--- src/rtl/score_gather.sv ---
// score_gather: collects four class-score beats into a frame and holds it for
// the classifier stage until handed off.
//   clk, rst_n            : clock, asynchronous active-low reset
//   i_valid/i_data/i_last : inbound score beats (class 0 first), o_in_ready back
//   o_valid/i_ready       : outbound frame handshake
//   o_data_0..o_data_3    : held class scores 0..3
//   o_err                 : one-cycle pulse on a short or long frame
module score_gather #(
  parameter int unsigned DATA_W = 16
) (
  input  logic              clk,
  input  logic              rst_n,
  input  logic              i_valid,
  input  logic [DATA_W-1:0] i_data,
  input  logic              i_last,
  output logic              o_in_ready,
  output logic              o_valid,
  input  logic              i_ready,
  output logic [DATA_W-1:0] o_data_0,
  output logic [DATA_W-1:0] o_data_1,
  output logic [DATA_W-1:0] o_data_2,
  output logic [DATA_W-1:0] o_data_3,
  output logic              o_err
);

  localparam logic [1:0] ST_FILL  = 2'd0;
  localparam logic [1:0] ST_HOLD  = 2'd1;
  localparam logic [1:0] ST_DRAIN = 2'd2;

  logic [1:0]        state_q, state_d;
  logic [1:0]        cnt_q, cnt_d;
  logic              drain_q, drain_d;
  logic              valid_q, valid_d;
  logic              err_q, err_d;
  logic              in_ready_q, in_ready_d;
  // Slots 0..2 are shadowed so a short frame never disturbs the held output.
  logic [DATA_W-1:0] slot0_q, slot0_d, slot1_q, slot1_d, slot2_q, slot2_d;
  logic [DATA_W-1:0] data0_q, data0_d, data1_q, data1_d;
  logic [DATA_W-1:0] data2_q, data2_d, data3_q, data3_d;
  logic              accept;

  assign accept = i_valid & in_ready_q;

  // Next-state and output computation.
  always_comb begin
    state_d = state_q;
    cnt_d   = cnt_q;
    drain_d = drain_q;
    valid_d = valid_q;
    err_d   = 1'b0;
    slot0_d = slot0_q;
    slot1_d = slot1_q;
    slot2_d = slot2_q;
    data0_d = data0_q;
    data1_d = data1_q;
    data2_d = data2_q;
    data3_d = data3_q;
    case (state_q)
      ST_FILL: begin
        if (accept) begin
          if (cnt_q == 2'd3) begin
            data0_d = slot0_q;
            data1_d = slot1_q;
            data2_d = slot2_q;
            data3_d = i_data;
            cnt_d   = 2'd0;
            state_d = ST_HOLD;
            valid_d = 1'b1;
            // Missing i_last on beat 4: present the frame, then drain the tail.
            if (!i_last) begin
              err_d   = 1'b1;
              drain_d = 1'b1;
            end
          end else if (i_last) begin
            cnt_d = 2'd0;
            err_d = 1'b1;
          end else begin
            case (cnt_q)
              2'd0:    slot0_d = i_data;
              2'd1:    slot1_d = i_data;
              default: slot2_d = i_data;
            endcase
            cnt_d = cnt_q + 2'd1;
          end
        end
      end
      ST_HOLD: begin
        if (i_ready) begin
          valid_d = 1'b0;
          if (drain_q) begin
            state_d = ST_DRAIN;
            drain_d = 1'b0;
          end else begin
            state_d = ST_FILL;
          end
        end
      end
      ST_DRAIN: begin
        if (accept && i_last) state_d = ST_FILL;
      end
      default: state_d = ST_FILL;
    endcase
    in_ready_d = (state_d != ST_HOLD);
  end

  // State and output registers.
  always_ff @(posedge clk or negedge rst_n) begin
    if (!rst_n) begin
      state_q    <= ST_FILL;
      cnt_q      <= 2'd0;
      drain_q    <= 1'b0;
      valid_q    <= 1'b0;
      err_q      <= 1'b0;
      in_ready_q <= 1'b1;
      slot0_q    <= '0;
      slot1_q    <= '0;
      slot2_q    <= '0;
      data0_q    <= '0;
      data1_q    <= '0;
      data2_q    <= '0;
      data3_q    <= '0;
    end else begin
      state_q    <= state_d;
      cnt_q      <= cnt_d;
      drain_q    <= drain_d;
      valid_q    <= valid_d;
      err_q      <= err_d;
      in_ready_q <= in_ready_d;
      slot0_q    <= slot0_d;
      slot1_q    <= slot1_d;
      slot2_q    <= slot2_d;
      data0_q    <= data0_d;
      data1_q    <= data1_d;
      data2_q    <= data2_d;
      data3_q    <= data3_d;
    end
  end

  assign o_in_ready = in_ready_q;
  assign o_valid    = valid_q;
  assign o_err      = err_q;
  assign o_data_0   = data0_q;
  assign o_data_1   = data1_q;
  assign o_data_2   = data2_q;
  assign o_data_3   = data3_q;

endmodule
--- config.mk ---
export PLATFORM = sky130hd
export DESIGN_NAME = score_gather
export DESIGN_NICKNAME = d
export VERILOG_FILES = /design/src/rtl/score_gather.sv
export SDC_FILE = /design/constraint.sdc
export NUM_CORES = 1
export LEC_CHECK = 0
export ABC_AREA = 1
export CORE_ASPECT_RATIO = 1.25
export CORE_MARGIN = 2
export CORE_UTILIZATION = 55
export CTS_BUF_LIST = sky130_fd_sc_hd__clkbuf_4
export DETAILED_ROUTE_END_ITERATION = 8
export PLACE_DENSITY_LB_ADDON = 0.1
export SLEW_MARGIN = 0
export SYNTH_ARGS = -nofsm -noshare
export SYNTH_HDL_FRONTEND = slang
export SYNTH_SLANG_ARGS = --single-unit
--- constraint.sdc ---
create_clock -name clk -period 5 [get_ports clk]
set_input_delay 1 -clock clk [delete_from_list [all_inputs] [get_ports clk]]
set_output_delay 1 -clock clk [all_outputs]
set_load 0.005 [all_outputs]
======== After elaboration in Yosys (flattened, before gate mapping) ========
Index checks and enable logic that the tools add are counted.
word-level totals
  bits in registers ....................... 120
  latch bits .............................. 0
  output and inout bits ................... 67
  memories kept ........................... 0
  ROM bits ................................ 0
  bits of input ports ..................... 21
  bits in writable memories ............... 0
  word-level logic and storage cells ...... 60
operators by class
  eq/ne operators ......................... 9
  add/subtract/negate cells ............... 1
  shift-type cells ........................ 0
  muxes and demuxes ....................... 21
  div/mod/pow operators ................... 0
  $lt $le $gt $ge ......................... 0
  bitwise gates (word level) .............. 4
  reductions and logical operators ........ 12
  multiply operators ...................... 0
operator list
  kind                                                    count
  AND reduction 5 bit                                     4
  two-way mux 2 bit                                       7
  two-way mux 1 bit                                       11
  inequality test 2 bit (second input constant)           4
  case mux 2 bit (3 select lines)                         1
  == test 2 x 1 -> 1 bit (second input constant)          2
  == test 2 bit (second input constant)                   2
  zero test 2 bit                                         2
  case mux 1 bit (2 select lines)                         2
  AND reduction 4 bit                                     1
  inverter 1 bit                                          3
  AND reduction 3 bit                                     1
  adder 2 x 1 -> 2 bit (second input constant)            1
  inequality test 2 x 1 -> 1 bit (second input constant)  1
  AND reduction 2 bit                                     1
  nonzero test 2 bit                                      1
  OR reduction 2 bit                                      1
  bitwise AND 1 bit                                       1
  logical AND 1 bit                                       1

======== Depth between registers and ports, before layout ========
  depth after elaboration ................. 5
  gate-level depth with buffers ........... 10
  gate-level depth less buffers ........... 6

======== Worst setup path after synthesis ========
Ideal clock, no wire load.
  kind .................................... input -> register
  start ................................... in i_last
  end ..................................... reg slot1_q[10]
  setup time .............................. 66 ps
  arrival ................................. 1,871 ps
  path slack .............................. 3,062 ps
  required time ........................... 4,934 ps
  cell stages on the path ................. 6
  cell sequence ........................... inv_1 > ha_1 > buf_2 > clkbuf_1 > nand4_1 > nand2_1
between the ends
  cells in the longest elaborated chain, start to end .. 2
RTL lines
  element                               RTL line  source
  start: declaration                    15        input logic i_last,
  inverter 1 bit (no source line)       -
  AND reduction 5 bit (no source line)  -
  end signal: assignment                130       slot1_q <= slot1_d;
  end: declaration                      37        logic [DATA_W-1:0] slot0_q, slot0_d, slot1_q, slot1_d, slot2_q, slot2_d;
Every way passes these cells.
A chain may end at the register's enable or synchronous reset.

======== Worst setup path after layout ========
  start ................................... reg cnt_q[1]
  end ..................................... reg slot1_q[0]
between the ends
  cells in the longest elaborated chain, start to end .. 3
RTL lines
  element                                 RTL line  source
  start: declaration                      31        logic [1:0] cnt_q, cnt_d;
  start signal: assignment                124       cnt_q <= cnt_d;
  == test 2 bit                           61        if (cnt_q == 2'd3) begin
  inverter 1 bit (no source line)         -
  AND reduction 5 bit (no source line) *  -
Mark *: on every way between the ends. The rest lies on a longest branch, timed or not.

==> results_dict.tcl <==
set metrics [dict create \
    syn_nets 546 \
    htreeDepth 4 \
    cts.repair.resized 0 \
    cts-root-buf "clkbuf_4" \
    clk_latency_ps 530 \
    worstSetupEndpointType "flip-flop" \
    place.gp.congestion 0.812 \
    n_antenna_cell 0 \
    period_minus_slack_ps 2670 \
    die_height_um 110 \
    grt_pass1_wl_um 18200 \
    syn_avg_cell_area_um2 9.42 \
    antenna_found_initial 0 \
    wl_per_cell_um 15.0 \
    hpwl_um 7180 \
    final_layout_size_suffix_gt1_frac 0.0791 \
    yosysWarnings 0 \
    crit_required_ps 5430 \
    vdd_drop_max_mv 0.342 \
    fin_ws_ps 2330 \
    maxCapViolations 0 \
    fin_area_um2 6100 \
    post_cts_buffers 0 \
    timing_worst_setup_path_type "flip-flop to flip-flop" \
    cts-buffers-inserted 17 \
    io_buffers 87 \
    min_path_type "primary input to asynchronous set/reset pin" \
    syn_to_final_growth_pct 24.5 \
    fin_util 0.705 \
    synth_area_leaders "dfrtp_1, nand2_1, nand3_1" \
    io_pins 88 \
    overflow 0 \
    n_fill_cell 717 \
    seq_area_frac_synth 0.613 \
    rsz0062_at_grt "no" \
    nets 620 \
    die_w_um 88.4 \
    drtIter0Drc 358 \
    hold_viol 0 \
    start_util 0.566 \
    die_area_um2 9680 \
    grt_max_degree 83 \
    critPathMaxFanout 51 \
    drt_wl_total_um 10900 \
    netlist_area_um2 4900 \
    grt_pass1_vias 3691 \
    ant_nets 0 \
    p_leak_nw 3.09 \
    max-slew-margin-rel 0.317 \
    ctsHoldBuffers 0 \
    yosys_register_bits 120 \
    drt_pass1_iterations 5 \
    final_common_cell "nand2_1" \
    clkTransAtPathRegs_ps 110 \
    netlist.top_cell.by_area "dfrtp_1" \
    worstMarginPinSlew_ps 1020 \
    finalPower_mw 3.63 \
    outcome "finished clean" \
    fp-row-count 38 \
    arrival_ps 3100 \
    pre_cts_slack_ps 1830 \
    cts_buffer_depth 2 \
    drcViolationCount 0 \
    setup_tns_ps 0 \
    pwr_density_cell_nw_per_um2 596 \
    final_max_slew_viol_count 0 \
    grt_usage 0.251 \
    clock-sinks 120 \
    setup_viol 0 \
    place_area_um2 5740 \
    viasPerCell 5.33 \
    max_freq_ghz 0.375 \
    min_period_over_period 0.533 \
    fin_skew_ps 15.0 \
    vias 3874 \
    postSynthCellCount 520 \
    synth_top_area_frac 0.608 \
    cts_tree "done" \
    core_area_um2 8650 \
    final_cell_mix "nand2_1, dfrtp_1, clkdlybuf4s50_1, nand3_1, nand4_1" \
    ys_types 24 \
    crit_path_start_kind "flip-flop" \
]
## cells by family (layout without fill, tap and decap cells)
kind of cell	after synthesis	in the layout	synth area share
DFF	120	120	0.613
adders and majority gates	5	5	0.0128
AOI/OAI and AO/OA	36	36	0.0370
and+or+nand+nor	299	299	0.275
buffers and inverters	60	147	0.0621
## flip-flops by register name, summed over array words and instances, names as in the netlist
signal / count
o_in_ready: 1
drain_q: 1
o_data_1: 16
slot2_q: 16
slot1_q: 16
o_valid: 1
o_data_3: 16
slot0_q: 16
o_err: 1
o_data_2: 16
cnt_q: 2
o_data_0: 16
state_q: 2
## cell type report
| class | count | area, um2 | area share |
|---|---|---|---|
| sequential | 120 | 3000 | 0.493 |
| multi-input combinational | 340 | 1590 | 0.261 |
| timing repair buffer | 91 | 898 | 0.147 |
| clock inverter | 14 | 228 | 0.0373 |
| tap | 120 | 150 | 0.0246 |
| clock buffer | 18 | 135 | 0.0222 |
| inverter | 24 | 90.1 | 0.0148 |
## power by group
group,internal [mW],switching (mW),leakage [nW]
clock,0.499,0.362,0.190
combinational,0.579,0.586,1.35
sequential,1.37,0.233,1.55
total,2.45,1.18,3.09
## path summary, 6_finish.rpt
path | startpoint | end | slack [ps] | depth (start not counted)
max | cnt_q[1] | slot1_q[0] | 2330 | 6
min | rst_n | slot0_q[5] | 380 | 1
max reg2reg | cnt_q[1] | slot1_q[0] | 2330 | 6
min reg2reg | o_data_1[8] | o_data_1[8] | 480 | 2
max in group asynchronous | rst_n | o_data_3[7] | 3690 | 2
min in group clk | o_data_1[8] | o_data_1[8] | 480 | 2
## worst max-delay path: stages, from the launching register on
cell and delay [ps]:
dfrtp_1 390, ha_2 850, inv_1 190, ha_1 590, buf_4 340, nand4_1 120
nand2_1 60
## cell usage after synthesis (all sizes together)
cell,instances
nand2,206
dfrtp,119
nand3,53
nand4,35
o21ai,35
buf,26
inv,24
clkbuf,10
ha,5
nor2,4
dfstp,1
nor3b,1
o22ai,1
## layer usage
layer / vias to the layer above / wire length (um) / track usage
met2: 156 / 5100 / 0.363
met5: - / 0 / 0
li1: 1854 / - / -
met1: 1843 / 4860 / 0.354
met3: 21 / 668 / 0.0766
met4: 0 / 264 / 0.108
## stage by stage
stage	hold slack (ps)	cells
4_1_cts	371	727
3_3_place_gp	455	695
2_1_floorplan	442	520
5_1_grt	364	727
6_report	385	727
3_5_place_dp	459	695
(Power assumes the default switching activity.)
